$ cat config.mk
export PLATFORM = sky130hd
export DESIGN_NAME = dna_base_encoder_flat
export DESIGN_NICKNAME = d
export VERILOG_FILES = /design/src/rtl/dna_pkg.sv /design/src/rtl/dna_base_encoder_if.sv /design/src/rtl/dna_sync_fifo.sv /design/src/rtl/dna_base_encoder.sv /design/src/flat_wrapper.sv
export SDC_FILE = /design/constraint.sdc
export NUM_CORES = 1
export LEC_CHECK = 0
export CAP_MARGIN = 25
export CORE_ASPECT_RATIO = 0.8
export CORE_MARGIN = 2
export CORE_UTILIZATION = 47
export CTS_BUF_LIST = sky130_fd_sc_hd__clkbuf_2
export DETAILED_ROUTE_END_ITERATION = 7
export PLACE_DENSITY = 0.72
export SKIP_CTS_REPAIR_TIMING = 1
export SKIP_LAST_GASP = 1
export SLEW_MARGIN = 20
export SYNTH_ARGS = -nofsm -noshare
export SYNTH_HDL_FRONTEND = slang
export SYNTH_SLANG_ARGS = --single-unit
$ cat constraint.sdc
create_clock -name clk -period 6.5 [get_ports clk]
set_clock_uncertainty 0.05 [all_clocks]
set_input_delay 0.975 -clock clk [delete_from_list [all_inputs] [get_ports clk]]
set_output_delay 0.975 -clock clk [all_outputs]
set_load 0.02 [all_outputs]
$ cat src/rtl/dna_pkg.sv
// ----------------------------------------------------------------------------
// dna_pkg : base codes, ASCII constants, encoder FSM states, char classifier
// Build option: DNA_ENC_LOWERCASE_EN.                           Rev 1.0
// ----------------------------------------------------------------------------
`default_nettype none

package dna_pkg;

  localparam logic [1:0] BASE_A = 2'b00;
  localparam logic [1:0] BASE_C = 2'b01;
  localparam logic [1:0] BASE_G = 2'b10;
  localparam logic [1:0] BASE_T = 2'b11;

  localparam logic [7:0] CH_A    = 8'h41;
  localparam logic [7:0] CH_C    = 8'h43;
  localparam logic [7:0] CH_G    = 8'h47;
  localparam logic [7:0] CH_T    = 8'h54;
  localparam logic [7:0] CH_N    = 8'h4E;
  localparam logic [7:0] CH_N_LC = 8'h6E;
  localparam logic [7:0] CH_LF   = 8'h0A;
  localparam logic [7:0] CH_CR   = 8'h0D;
`ifdef DNA_ENC_LOWERCASE_EN
  localparam logic [7:0] CH_A_LC = 8'h61;
  localparam logic [7:0] CH_C_LC = 8'h63;
  localparam logic [7:0] CH_G_LC = 8'h67;
  localparam logic [7:0] CH_T_LC = 8'h74;
`endif

  typedef enum logic [1:0] {
    ST_IDLE = 2'd0,
    ST_RUN  = 2'd1,
    ST_ERR  = 2'd2
  } enc_state_e;

  typedef struct packed {
    logic       is_base;
    logic       is_skip;
    logic [1:0] code;
  } char_class_t;

  // Neither flag set means the character is illegal.
  function automatic char_class_t classify(input logic [7:0] ch);
    char_class_t cls;
    cls = '0;
    case (ch)
      CH_A:    begin cls.is_base = 1'b1; cls.code = BASE_A; end
      CH_C:    begin cls.is_base = 1'b1; cls.code = BASE_C; end
      CH_G:    begin cls.is_base = 1'b1; cls.code = BASE_G; end
      CH_T:    begin cls.is_base = 1'b1; cls.code = BASE_T; end
`ifdef DNA_ENC_LOWERCASE_EN
      CH_A_LC: begin cls.is_base = 1'b1; cls.code = BASE_A; end
      CH_C_LC: begin cls.is_base = 1'b1; cls.code = BASE_C; end
      CH_G_LC: begin cls.is_base = 1'b1; cls.code = BASE_G; end
      CH_T_LC: begin cls.is_base = 1'b1; cls.code = BASE_T; end
`endif
      CH_N, CH_N_LC, CH_LF, CH_CR: cls.is_skip = 1'b1;
      default: ;
    endcase
    return cls;
  endfunction

endpackage

`default_nettype wire

$ cat src/rtl/dna_base_encoder_if.sv
// ----------------------------------------------------------------------------
// dna_base_encoder_if : character stream in, base stream out, record status
//                                                               Rev 1.0
// ----------------------------------------------------------------------------
`default_nettype none

interface dna_base_encoder_if #(
  parameter int COUNT_W = 16
);
  logic [7:0]         in_char;
  logic               in_valid;
  logic               in_last;
  logic               in_ready;
  logic [1:0]         dna_out;
  logic               dna_valid;
  logic               out_ready;
  logic               rec_end;
  logic [COUNT_W-1:0] base_count;
  logic               err_flag;

  modport master (
    output in_char, in_valid, in_last, out_ready,
    input  in_ready, dna_out, dna_valid, rec_end, base_count, err_flag
  );

  modport slave (
    input  in_char, in_valid, in_last, out_ready,
    output in_ready, dna_out, dna_valid, rec_end, base_count, err_flag
  );
endinterface

`default_nettype wire

$ cat src/rtl/dna_sync_fifo.sv
// ----------------------------------------------------------------------------
// dna_sync_fifo : power-of-2 depth synchronous FIFO of 2-bit base codes
//                                                               Rev 1.0
// ----------------------------------------------------------------------------
`default_nettype none

module dna_sync_fifo #(
  parameter int DEPTH = 4
) (
  input  logic       clk,
  input  logic       rst_n,
  input  logic       push,
  input  logic [1:0] push_data,
  input  logic       pop,
  output logic [1:0] head,
  output logic       full,
  output logic       empty
);

  localparam int AW = (DEPTH > 1) ? $clog2(DEPTH) : 1;
  localparam int CW = AW + 1;

  if ((DEPTH < 2) || ((DEPTH & (DEPTH - 1)) != 0)) begin : g_bad_depth
    $error("dna_sync_fifo: DEPTH must be a power of 2 and at least 2");
  end

  logic [AW-1:0] wr_ptr_q, wr_ptr_d;
  logic [AW-1:0] rd_ptr_q, rd_ptr_d;
  logic [CW-1:0] count_q, count_d;
  logic [1:0]    mem_q [DEPTH];
  logic [1:0]    mem_d [DEPTH];
  logic          do_push;
  logic          do_pop;

  assign full    = (count_q == CW'(DEPTH));
  assign empty   = (count_q == '0);
  assign do_push = push & ~full;
  assign do_pop  = pop & ~empty;
  assign head    = mem_q[rd_ptr_q];

  // Pointers are exactly AW bits wide, so the increment wraps by itself.
  always_comb begin
    mem_d    = mem_q;
    wr_ptr_d = wr_ptr_q;
    rd_ptr_d = rd_ptr_q;
    count_d  = count_q;
    if (do_push) begin
      mem_d[wr_ptr_q] = push_data;
      wr_ptr_d        = wr_ptr_q + AW'(1);
    end
    if (do_pop) begin
      rd_ptr_d = rd_ptr_q + AW'(1);
    end
    case ({do_push, do_pop})
      2'b10:   count_d = count_q + CW'(1);
      2'b01:   count_d = count_q - CW'(1);
      default: count_d = count_q;
    endcase
  end

  always_ff @(posedge clk or negedge rst_n) begin
    if (!rst_n) begin
      wr_ptr_q <= '0;
      rd_ptr_q <= '0;
      count_q  <= '0;
      for (int i = 0; i < DEPTH; i++) begin
        mem_q[i] <= '0;
      end
    end else begin
      wr_ptr_q <= wr_ptr_d;
      rd_ptr_q <= rd_ptr_d;
      count_q  <= count_d;
      mem_q    <= mem_d;
    end
  end

endmodule

`default_nettype wire

$ cat src/rtl/dna_base_encoder.sv
// ----------------------------------------------------------------------------
// dna_base_encoder : ASCII nucleotide stream to 2-bit base codes with record
// count/error tracking. Build option: DNA_ENC_LOWERCASE_EN.     Rev 1.0
// ----------------------------------------------------------------------------
`default_nettype none

module dna_base_encoder
  import dna_pkg::*;
#(
  parameter int FIFO_DEPTH = 4,
  parameter int COUNT_W    = 16
) (
  input  logic               clk,
  input  logic               rst_n,
  dna_base_encoder_if.slave  bus
);

  enc_state_e         state_q, state_d;
  logic [COUNT_W-1:0] count_q, count_d;
  logic               err_q, err_d;
  logic               rec_end_q, rec_end_d;

  char_class_t        cls;
  logic               accept;
  logic               push;
  logic               fifo_full;
  logic               fifo_empty;
  logic [1:0]         fifo_head;
  logic [COUNT_W-1:0] count_base;
  logic               err_base;

  assign cls    = classify(bus.in_char);
  // Gated by rst_n so the upstream sees no ready while reset is asserted.
  assign bus.in_ready = rst_n & ((state_q == ST_ERR) | ~fifo_full);
  assign accept       = bus.in_valid & bus.in_ready;

  assign bus.dna_out    = fifo_head;
  assign bus.dna_valid  = ~fifo_empty;
  assign bus.rec_end    = rec_end_q;
  assign bus.base_count = count_q;
  assign bus.err_flag   = err_q;

  always_comb begin
    state_d    = state_q;
    count_d    = count_q;
    err_d      = err_q;
    rec_end_d  = 1'b0;
    push       = 1'b0;
    // The first beat of a record starts from a clean count and flag.
    count_base = (state_q == ST_IDLE) ? '0 : count_q;
    err_base   = (state_q == ST_IDLE) ? 1'b0 : err_q;

    if (accept) begin
      if (state_q != ST_ERR) begin
        count_d = count_base;
        err_d   = err_base;
        state_d = ST_RUN;
        if (cls.is_base) begin
          push = 1'b1;
          if (count_base != '1) begin
            count_d = count_base + COUNT_W'(1);
          end
        end else if (!cls.is_skip) begin
          err_d   = 1'b1;
          state_d = ST_ERR;
        end
      end
      if (bus.in_last) begin
        rec_end_d = 1'b1;
        state_d   = ST_IDLE;
      end
    end
  end

  always_ff @(posedge clk or negedge rst_n) begin
    if (!rst_n) begin
      state_q   <= ST_IDLE;
      count_q   <= '0;
      err_q     <= 1'b0;
      rec_end_q <= 1'b0;
    end else begin
      state_q   <= state_d;
      count_q   <= count_d;
      err_q     <= err_d;
      rec_end_q <= rec_end_d;
    end
  end

  dna_sync_fifo #(
    .DEPTH (FIFO_DEPTH)
  ) u_fifo (
    .clk       (clk),
    .rst_n     (rst_n),
    .push      (push),
    .push_data (cls.code),
    .pop       (bus.out_ready),
    .head      (fifo_head),
    .full      (fifo_full),
    .empty     (fifo_empty)
  );

endmodule

`default_nettype wire
$ cat src/flat_wrapper.sv
// flat-port wrapper written by rule: the top's interface ports become plain ports
module dna_base_encoder_flat import dna_pkg::*;
#(
  parameter int FIFO_DEPTH = 4,
  parameter int COUNT_W    = 16
)
  (clk, rst_n, bus_in_char, bus_in_valid, bus_in_last, bus_out_ready, bus_in_ready, bus_dna_out, bus_dna_valid, bus_rec_end, bus_base_count, bus_err_flag);
  dna_base_encoder_if #(.COUNT_W(COUNT_W)) bus_i ();
  input  logic clk;
  input  logic rst_n;
  input wire logic [$bits(bus_i.in_char)-1:0] bus_in_char;
  input wire logic [$bits(bus_i.in_valid)-1:0] bus_in_valid;
  input wire logic [$bits(bus_i.in_last)-1:0] bus_in_last;
  input wire logic [$bits(bus_i.out_ready)-1:0] bus_out_ready;
  output wire logic [$bits(bus_i.in_ready)-1:0] bus_in_ready;
  output wire logic [$bits(bus_i.dna_out)-1:0] bus_dna_out;
  output wire logic [$bits(bus_i.dna_valid)-1:0] bus_dna_valid;
  output wire logic [$bits(bus_i.rec_end)-1:0] bus_rec_end;
  output wire logic [$bits(bus_i.base_count)-1:0] bus_base_count;
  output wire logic [$bits(bus_i.err_flag)-1:0] bus_err_flag;
  assign bus_i.in_char = bus_in_char;
  assign bus_i.in_valid = bus_in_valid;
  assign bus_i.in_last = bus_in_last;
  assign bus_i.out_ready = bus_out_ready;
  assign bus_in_ready = bus_i.in_ready;
  assign bus_dna_out = bus_i.dna_out;
  assign bus_dna_valid = bus_i.dna_valid;
  assign bus_rec_end = bus_i.rec_end;
  assign bus_base_count = bus_i.base_count;
  assign bus_err_flag = bus_i.err_flag;
  dna_base_encoder #(.FIFO_DEPTH(FIFO_DEPTH), .COUNT_W(COUNT_W)) u_core (.clk(clk), .rst_n(rst_n), .bus(bus_i));
endmodule
==> summary.md, run 1 <==
| Metric | Value |
|---|---|
| Largest net degree at the start of global routing | `38` |
| Final WL | `between 3000 and 4000 um` |
| Crit path max-delay family | `buffers and inverters` |
| Synth Area in Simple Gates | `between 20% and 30%` |
| TritonRoute pass-1 iters | `4` |
| Pwr Density | `209.5 nW/um2` |
| Fin. Hold Viols | `0` |
| LEAKAGE | `0.0009786 uW` |
| Mapped cell area | `2027 um2` |
| Clk Latency, worst-skew pair | `0.39 ns` |
| Die ar. | `4857 um2` |
| Post-Syn Instances | `195` |
| First-pass GRT wire length | `about 6900 um` |
| Starting density of the core | `roughly half` |
| Number of synthesized register bits | `35` |
| Ys async rst share | `100.0%` |
| DRT met1 WL | `2006 um` |
| Root Buffer | `clkbuf_2` |
| TritonCTS clock tree | `yes` |
| Total CTS buffers | `5` |
| PortBufs | `34` |
| Post-synthesis mux area share | `7.654%` |
| PnR worst setup slack | `~2.5 ns` |
| Final Max Tran Viols | `0` |
| H-Tree Depth | `2` |
| Worst Max-Slew Pin Slew | `0.6546 ns` |
| DR vias | `1487` |
| Total core area | `between 4000 and 5000 um2` |
| DR vias/cell | `5.128` |
| RSZ-0062 raised after global routing | `no` |
| Number of global-route vias before repair | `1436` |
| Total Routing Usage GR | `18.27%` |
| Clock slew seen by the registers of the worst setup and hold paths | `roughly 0.18 ns` |
| I/O pin count | `35` |
| Maximum VDD drop | `between 0.1 and 0.15 mV` |
| Nets | `252` |
| Initial DRC count | `49` |
| Routed len/inst | `about 14 um` |
| Place WS | `around 2.2 ns` |
| Placer Congestion | `0.7496` |
| Share of cells above drive strength 1 | `approximately 15%` |
| Routed met3 length | `238 um` |
| Gr ovfl total | `0` |
| Ys flop type | `dfrtp_1` |
| Critical Path End Type | `output pin` |
| Crit path largest cell delay | `between 0.6 and 0.7 ns` |
| Final period utilization | `around three fifths` |
| Residual DRC count | `0` |
| Post-synthesis adder-cell area fraction | `4.691%` |
| Initial antenna violation count | `0` |
| Setup CP Type | `in -> out` |
| Max-slew headroom | `between 50% and 60%` |
| Worst Setup Start Kind | `primary input` |
| Main combinational cell family by area after synthesis | `simple AND/OR/NAND/NOR gates` |
| Die Wd | `slightly below 80 um` |
| Post-synthesis sequential area ratio | `43.21%` |
| Area delta synth->final | `22.47%` |
| Avg Cell Area, Syn | `10.39 um2` |
| Status | `finished clean` |
| Die height | `62.74 um` |
| Highest metal used | `met4` |
| Crit Path Max Fanout | `37` |
| Sum Neg Setup Slack | `0 ns` |
| Yosys Warn Count | `0` |
| Row Count | `21` |
| Max Cap Viol | `0` |
| Worst Path Buf+Inv | `3` |
| Min Clock Period, post-route | `3.952 ns` |
| Critical path, cell by cell | `clkdlybuf4s50_1 -> buf_4 -> a21boi_0 -> clkdlybuf4s50_1` |
| Endpoints failing setup | `0` |
| Remaining antenna violation count | `0` |
| CP dominant cell by count | `clkdlybuf4s50_1` |
| Longest Clk Path Bufs | `2` |
| Post-Syn Nets | `215` |
| XOR/XNOR share of the synthesized area | `8.642%` |
| Post-synth EDFFs | `0` |
| Hold Path Class | `reg -> reg` |
| Compound-Gate Fraction of Synth Area | `approximately 8%` |
| Dpl hpwl | `approximately 2800 um` |
| CP arrival | `2.93 ns` |
| Fmax | `between 200 and 300 MHz` |
| Antenna Cells | `0` |
| Critical Path Slowest Stage Cell | `clkdlybuf4s50_1` |
| CP Data Required Time | `5.47 ns` |
| Met2 WL | `approximately 1700 um` |
| Unique masters post-synth | `48` |
| Sink Count | `35` |
-- placed cells by master, fill, tap and decap left out, drive strengths merged, types with 5 or more instances in the layout --
cell type	instances
dfrtp	35
ha	6
clkdlybuf4s50	34
nor3	9
nand3	6
nand2	32
mux2	8
clkbuf	5
nor2	12
nor2b	5
inv	11
xnor2	16
-- through the flow --
step                power, uW  area, um2  instances  hold slack, ns  utilization (%)
floorplan               346.8       2027        195          0.3971                -
global placement        383.0       2416        282          0.4164            58.20
detailed placement      386.7       2416        282          0.4172            58.20
CTS                     527.8       2480        290          0.4398            59.73
global route            556.8       2482        290          0.4983            59.80
finish                  520.0       2482        290          0.4378            59.80
-- logic make-up (layout without fill, tap and decap cells) --
| group | after synthesis | in the layout |
|---|---|---|
| adders and majority gates | 7 | 7 |
| DFF | 35 | 35 |
| and+or+nand+nor | 85 | 85 |
| AOI/OAI and AO/OA | 20 | 20 |
| muxes | 12 | 12 |
| buffers and inverters | 16 | 54 |
| xor gates and xnor gates | 20 | 20 |
-- synth_stat cells (3+ instances only) --
library cell  count  share of area (%)
nor4b_2           3                2.2
nor3_2            5                2.5
nor3_1            4               0.99
o21ai_0           3               0.74
xnor2_1          16                6.9
dfrtp_1          35                 43
nand3_1           6                1.5
xor2_1            4                1.7
nor2b_1           5                1.5
ha_1              6                3.7
nor3b_1           3                1.1
nand4_1           4                1.2
mux2_2            8                4.4
nand2_1          32                5.9
buf_2             3               0.74
inv_1            10                1.9
nor2_1           11                2.0
a21oi_1           4               0.99
-- sequential cells by signal, indices dropped and copies added (netlist names) --
| signal | cells |
|---|---|
| u_core.u_fifo.wr_ptr_q | 2 |
| u_core.bus.rec_end | 1 |
| u_core.u_fifo.mem_q | 8 |
| u_core.u_fifo.count_q | 3 |
| u_core.u_fifo.rd_ptr_q | 2 |
| u_core.state_q | 2 |
| u_core.bus.base_count | 16 |
| u_core.bus.err_flag | 1 |
-- power by group --
part	leakage (uW)	switching, uW	total, uW	internal (uW)
Combinational	0.000478	59.6	115	55.5
Clock	0.0000404	75.6	139	63.3
Sequential	0.000460	26.3	266	240
Total	0.000979	162	520	359
-- metal layers --
metal	up-vias	GRT usage [%]
met5	-	0
met3	6	7.081
met2	29	27.17
met4	0	4.911
met1	695	24.98
li1	757	-
-- cell type report --
cell class,count,area (um2)
clock buffers,5,25.02
inverters,11,43.79
well taps,57,71.32
clock inverters,3,38.79
fillers,399,1669
repair buffers,35,347.8
flip-flops and latches,35,875.8
multi-input cells,144,1080
-- worst paths after layout --
check | cells past startpoint | start | to | slack [ns]
max in group asynchronous | 2 | rst_n | u_core.bus.base_count[11]$_DFFE_PN0P_ | 5.15
setup / recovery | 4 | rst_n | bus_in_ready | 2.55
setup reg to reg | 8 | u_core.state_q[1]$_DFFE_PN0P_ | u_core.bus.base_count[4]$_DFFE_PN0P_ | 3.61
hold / removal | 1 | u_core.u_fifo.count_q[2]$_DFFE_PN0P_ | u_core.u_fifo.count_q[2]$_DFFE_PN0P_ | 0.44
min in group asynchronous | 2 | rst_n | u_core.bus.err_flag$_DFFE_PN0P_ | 0.92
hold reg to reg | 1 | u_core.u_fifo.count_q[2]$_DFFE_PN0P_ | u_core.u_fifo.count_q[2]$_DFFE_PN0P_ | 0.44
-- worst reg2reg max path: cells and delay by family, from the launching register on --
family	cells	cell delay [ns]
AO/OA/AOI/OAI	1	0.22
XOR/XNOR	1	0.16
adder cells (fa/ha/maj)	1	0.17
flip-flops	1	0.56
AND/OR/NAND/NOR	5	1.65
No activity file was read; power rests on OpenSTA's default activity.
==> inputs of run 2 (changes only) <==
--- a/config.mk
+++ b/config.mk
@@ -11,7 +11,7 @@
 export CORE_UTILIZATION = 47
 export CTS_BUF_LIST = sky130_fd_sc_hd__clkbuf_2
 export DETAILED_ROUTE_END_ITERATION = 7
-export PLACE_DENSITY = 0.72
+export PLACE_DENSITY = 0.75
 export SKIP_CTS_REPAIR_TIMING = 1
 export SKIP_LAST_GASP = 1
 export SLEW_MARGIN = 20
==> constraint.sdc (replaced) <==
create_clock -name clk -period 3.19 [get_ports clk]
set_clock_uncertainty 0.05 [all_clocks]
set_input_delay 0.4785 -clock clk [delete_from_list [all_inputs] [get_ports clk]]
set_output_delay 0.4785 -clock clk [all_outputs]
set_load 0.02 [all_outputs]
==> summary.md, run 2 (synthesis gave the netlist of run 1 again) <==
| Metric | Value |
|---|---|
| Status | `finished clean` |
| Total Routing Usage GR | `19.06% (+0.79 points)` |
| Switch share | `31.40% (+0.34 points)` |
| Crit Path Max Fanout | `4 (-89%)` |
| Met1 Usage GRT | `25.40% (+0.42 points)` |
| Most crowded layer after global routing | `met2` |
| Critical Path Slowest Stage Cell | `or4b_1` |
| LEAKAGE | `0.001007 uW (+2.9%)` |
| Critical Path End Type | `flop` |
| Fmax | `between 300 and 400 MHz` |
| Maximum VDD drop | `0.2422 mV (+98%)` |
| First-pass GRT wire length | `7300 um (+5.1%)` |
| H-Tree Depth | `2 (unchanged)` |
| Clock power share | `27.5% (+0.8 points)` |
| Psw | `337.4 uW (+110%)` |
| Worst hold slack | `0.4588 ns (+0.02092 ns)` |
| Sink Count | `35 (unchanged)` |
| Met3 Use GR | `4.769% (-2.3 points)` |
| Final Max Tran Viols | `0 (unchanged)` |
| Largest net degree at the start of global routing | `36 (-5.3%)` |
| Initial DRC count | `73 (+49%)` |
| Max FFs per register | `16 (unchanged)` |
| Endpoints failing setup | `0 (unchanged)` |
| CP arrival | `2.85 ns (-0.08 ns)` |
| Placer Congestion | `0.7640 (+1.9%)` |
| Routed len/inst | `13.92 um (+2.1%)` |
| I/O pin count | `35 (unchanged)` |
| Grt met2 use | `30.00% (+2.8 points)` |
| Commonest non-fill, non-tap cell in the layout | `dfrtp_1` |
| Reg power frac | `50.4% (-0.8 points)` |
| Row Count | `21 (unchanged)` |
| Crit path max-delay family | `buffers and inverters` |
| Die height | `62.74 um (unchanged)` |
| Die Wd | `77.42 um (unchanged)` |
| Dpl hpwl | `3036 um (+6.6%)` |
| Nets | `257 (+2.0%)` |
| Share of cells above drive strength 1 | `16.81% (+1.8 points)` |
| Clk Latency, worst-skew pair | `0.41 ns (+0.02 ns)` |
| Setup CP Type | `in -> reg` |
| FF/Latch Area | `875.8 um2 (unchanged)` |
| DR vias/cell | `5.336 (+4.1%)` |
| Remaining antenna violation count | `0 (unchanged)` |
| Gr ovfl total | `0 (unchanged)` |
| Worst Setup Start Kind | `primary input` |
| Fin. Hold Viols | `0 (unchanged)` |
| CP Data Required Time | `3.45 ns (-2.02 ns)` |
| Die ar. | `4857 um2 (unchanged)` |
| Starting density of the core | `48.82% (unchanged)` |
| Hold Path Class | `reg -> reg` |
| Critical path, cell by cell | `clkdlybuf4s50_1 -> or4b_1 -> a2111oi_4 -> inv_4 -> ha_1 -> inv_1 -> fa_1 -> xor2_1 -> nor2_1 -> xor2_1` |
| Total CTS buffers | `5 (unchanged)` |
| Longest Clk Path Bufs | `2 (unchanged)` |
| RSZ-0062 raised after global routing | `no` |
| TritonCTS clock tree | `yes` |
| Clock slew seen by the registers of the worst setup and hold paths | `0.18 ns (about the same)` |
| TritonRoute pass-1 iters | `4 (unchanged)` |
| Final WL | `4107 um (+3.9%)` |
| Max Cap Viol | `0 (unchanged)` |
| Min Clock Period, post-route | `2.591 ns` |
| Initial antenna violation count | `0 (unchanged)` |
| # fillers | `392 (-1.8%)` |
| Final period utilization | `81.23%` |
| CP dominant cell by count | `xor2_1` |
| Worst Path Buf+Inv | `3 (unchanged)` |
| DR vias | `1574 (+5.9%)` |
| Residual DRC count | `0 (unchanged)` |
| Max-slew headroom | `60.87% (+4.5 points)` |
| Post-layout util | `60.76% (+0.96 points)` |
| Worst Max-Slew Pin Slew | `0.5855 ns (-0.06911 ns)` |
| Logic pwr share | `22.1% (about the same)` |
| Total core area | `4151 um2 (unchanged)` |
| Most frequent cells in the layout | `dfrtp_1 (35), clkdlybuf4s50_1 (34), nand2_1 (32)` |
| Crit path largest cell delay | `0.57 ns (-0.11 ns)` |
| Antenna Cells | `0 (unchanged)` |
| PortBufs | `34 (unchanged)` |
| Area delta synth->final | `24.44%` |
| Pint | `737.1 uW (+110%)` |
| Multi-input gate area | `1077 um2 (-0.23%)` |
| Sum Neg Setup Slack | `0 ns (unchanged)` |
| Root Buffer | `clkbuf_2` |
| Pwr Density | `426.0 nW/um2 (+100%)` |
| Number of global-route vias before repair | `1599 (+11%)` |
==> run 2: changes by cell type in the layout (fill, tap and decap cells not counted), sizes merged <==
cell  delta
buf      +5
==> run 2: layout make-up <==
class | instances | area share, %
Multi-Input combinational cell | 144 | 42.71
Inverter | 11 | 1.736
Tap cell | 57 | 2.827
Clock buffer | 5 | 0.9921
Sequential cell | 35 | 34.72
Timing Repair Buffer | 40 | 15.28
Clock inverter | 3 | 1.736
==> run 2: power by group through the flow <==
| stage | Sequential, uW | Clock, uW | Combinational [uW] |
|---|---|---|---|
| final | 542 | 296 | 237 |
| after global routing | 551 | 328 | 270 |
| after CTS | 542 | 307 | 243 |
| after detailed placement | 549 | 0 | 244 |
| after global placement | 550 | 0 | 234 |
| after floorplan | 532 | 0 | 175 |
==> run 2: layer usage <==
metal	up-vias	routed length (um)	part of all wire [%]
li1	760	-	-
met1	772	2019	49
met2	34	1822	44
met3	8	197	4.8
met4	0	68	1.7
met5	-	0	0
==> run 2: worst paths after layout <==
path                                                      startpoint                                   end  slack (ns)  cells past startpoint
worst max-delay path                                  bus_in_char[6]  u_core.u_fifo.count_q[2]$_DFFE_PN0P_        0.60                     10
worst min-delay path            u_core.u_fifo.count_q[2]$_DFFE_PN0P_  u_core.u_fifo.count_q[2]$_DFFE_PN0P_        0.46                      1
worst min register to register  u_core.u_fifo.count_q[2]$_DFFE_PN0P_  u_core.u_fifo.count_q[2]$_DFFE_PN0P_        0.46                      1
worst max register to register         u_core.state_q[0]$_DFFE_PN0P_  u_core.bus.base_count[4]$_DFFE_PN0P_        0.64                      9
max in group asynchronous                                      rst_n    u_core.u_fifo.mem_q[7]$_DFFE_PN0P_        2.28                      2
min in group asynchronous                                      rst_n       u_core.bus.err_flag$_DFFE_PN0P_        0.49                      2
==> run 2: metrics by stage <==
stage               setup WS, ns  instances  power, uW  instance area [um2]
finish                    0.5988        295       1074                 2522
floorplan                 0.3057        195      706.6                 2027
detailed placement        0.1492        287      793.1                 2454
global route              0.3381        295       1149                 2522
CTS                       0.5906        295       1091                 2522
global placement          0.2311        287      783.7                 2454
==> run 2: worst reg2reg max path: stages, from the launching register on <==
cell,delay [ns]
dfrtp_1,0.56
nor2_1,0.13
nor2b_1,0.14
ha_1,0.17
o2111ai_1,0.21
nor4_1,0.56
nor2b_1,0.23
buf_4,0.21
nor3_1,0.08
xnor2_1,0.14
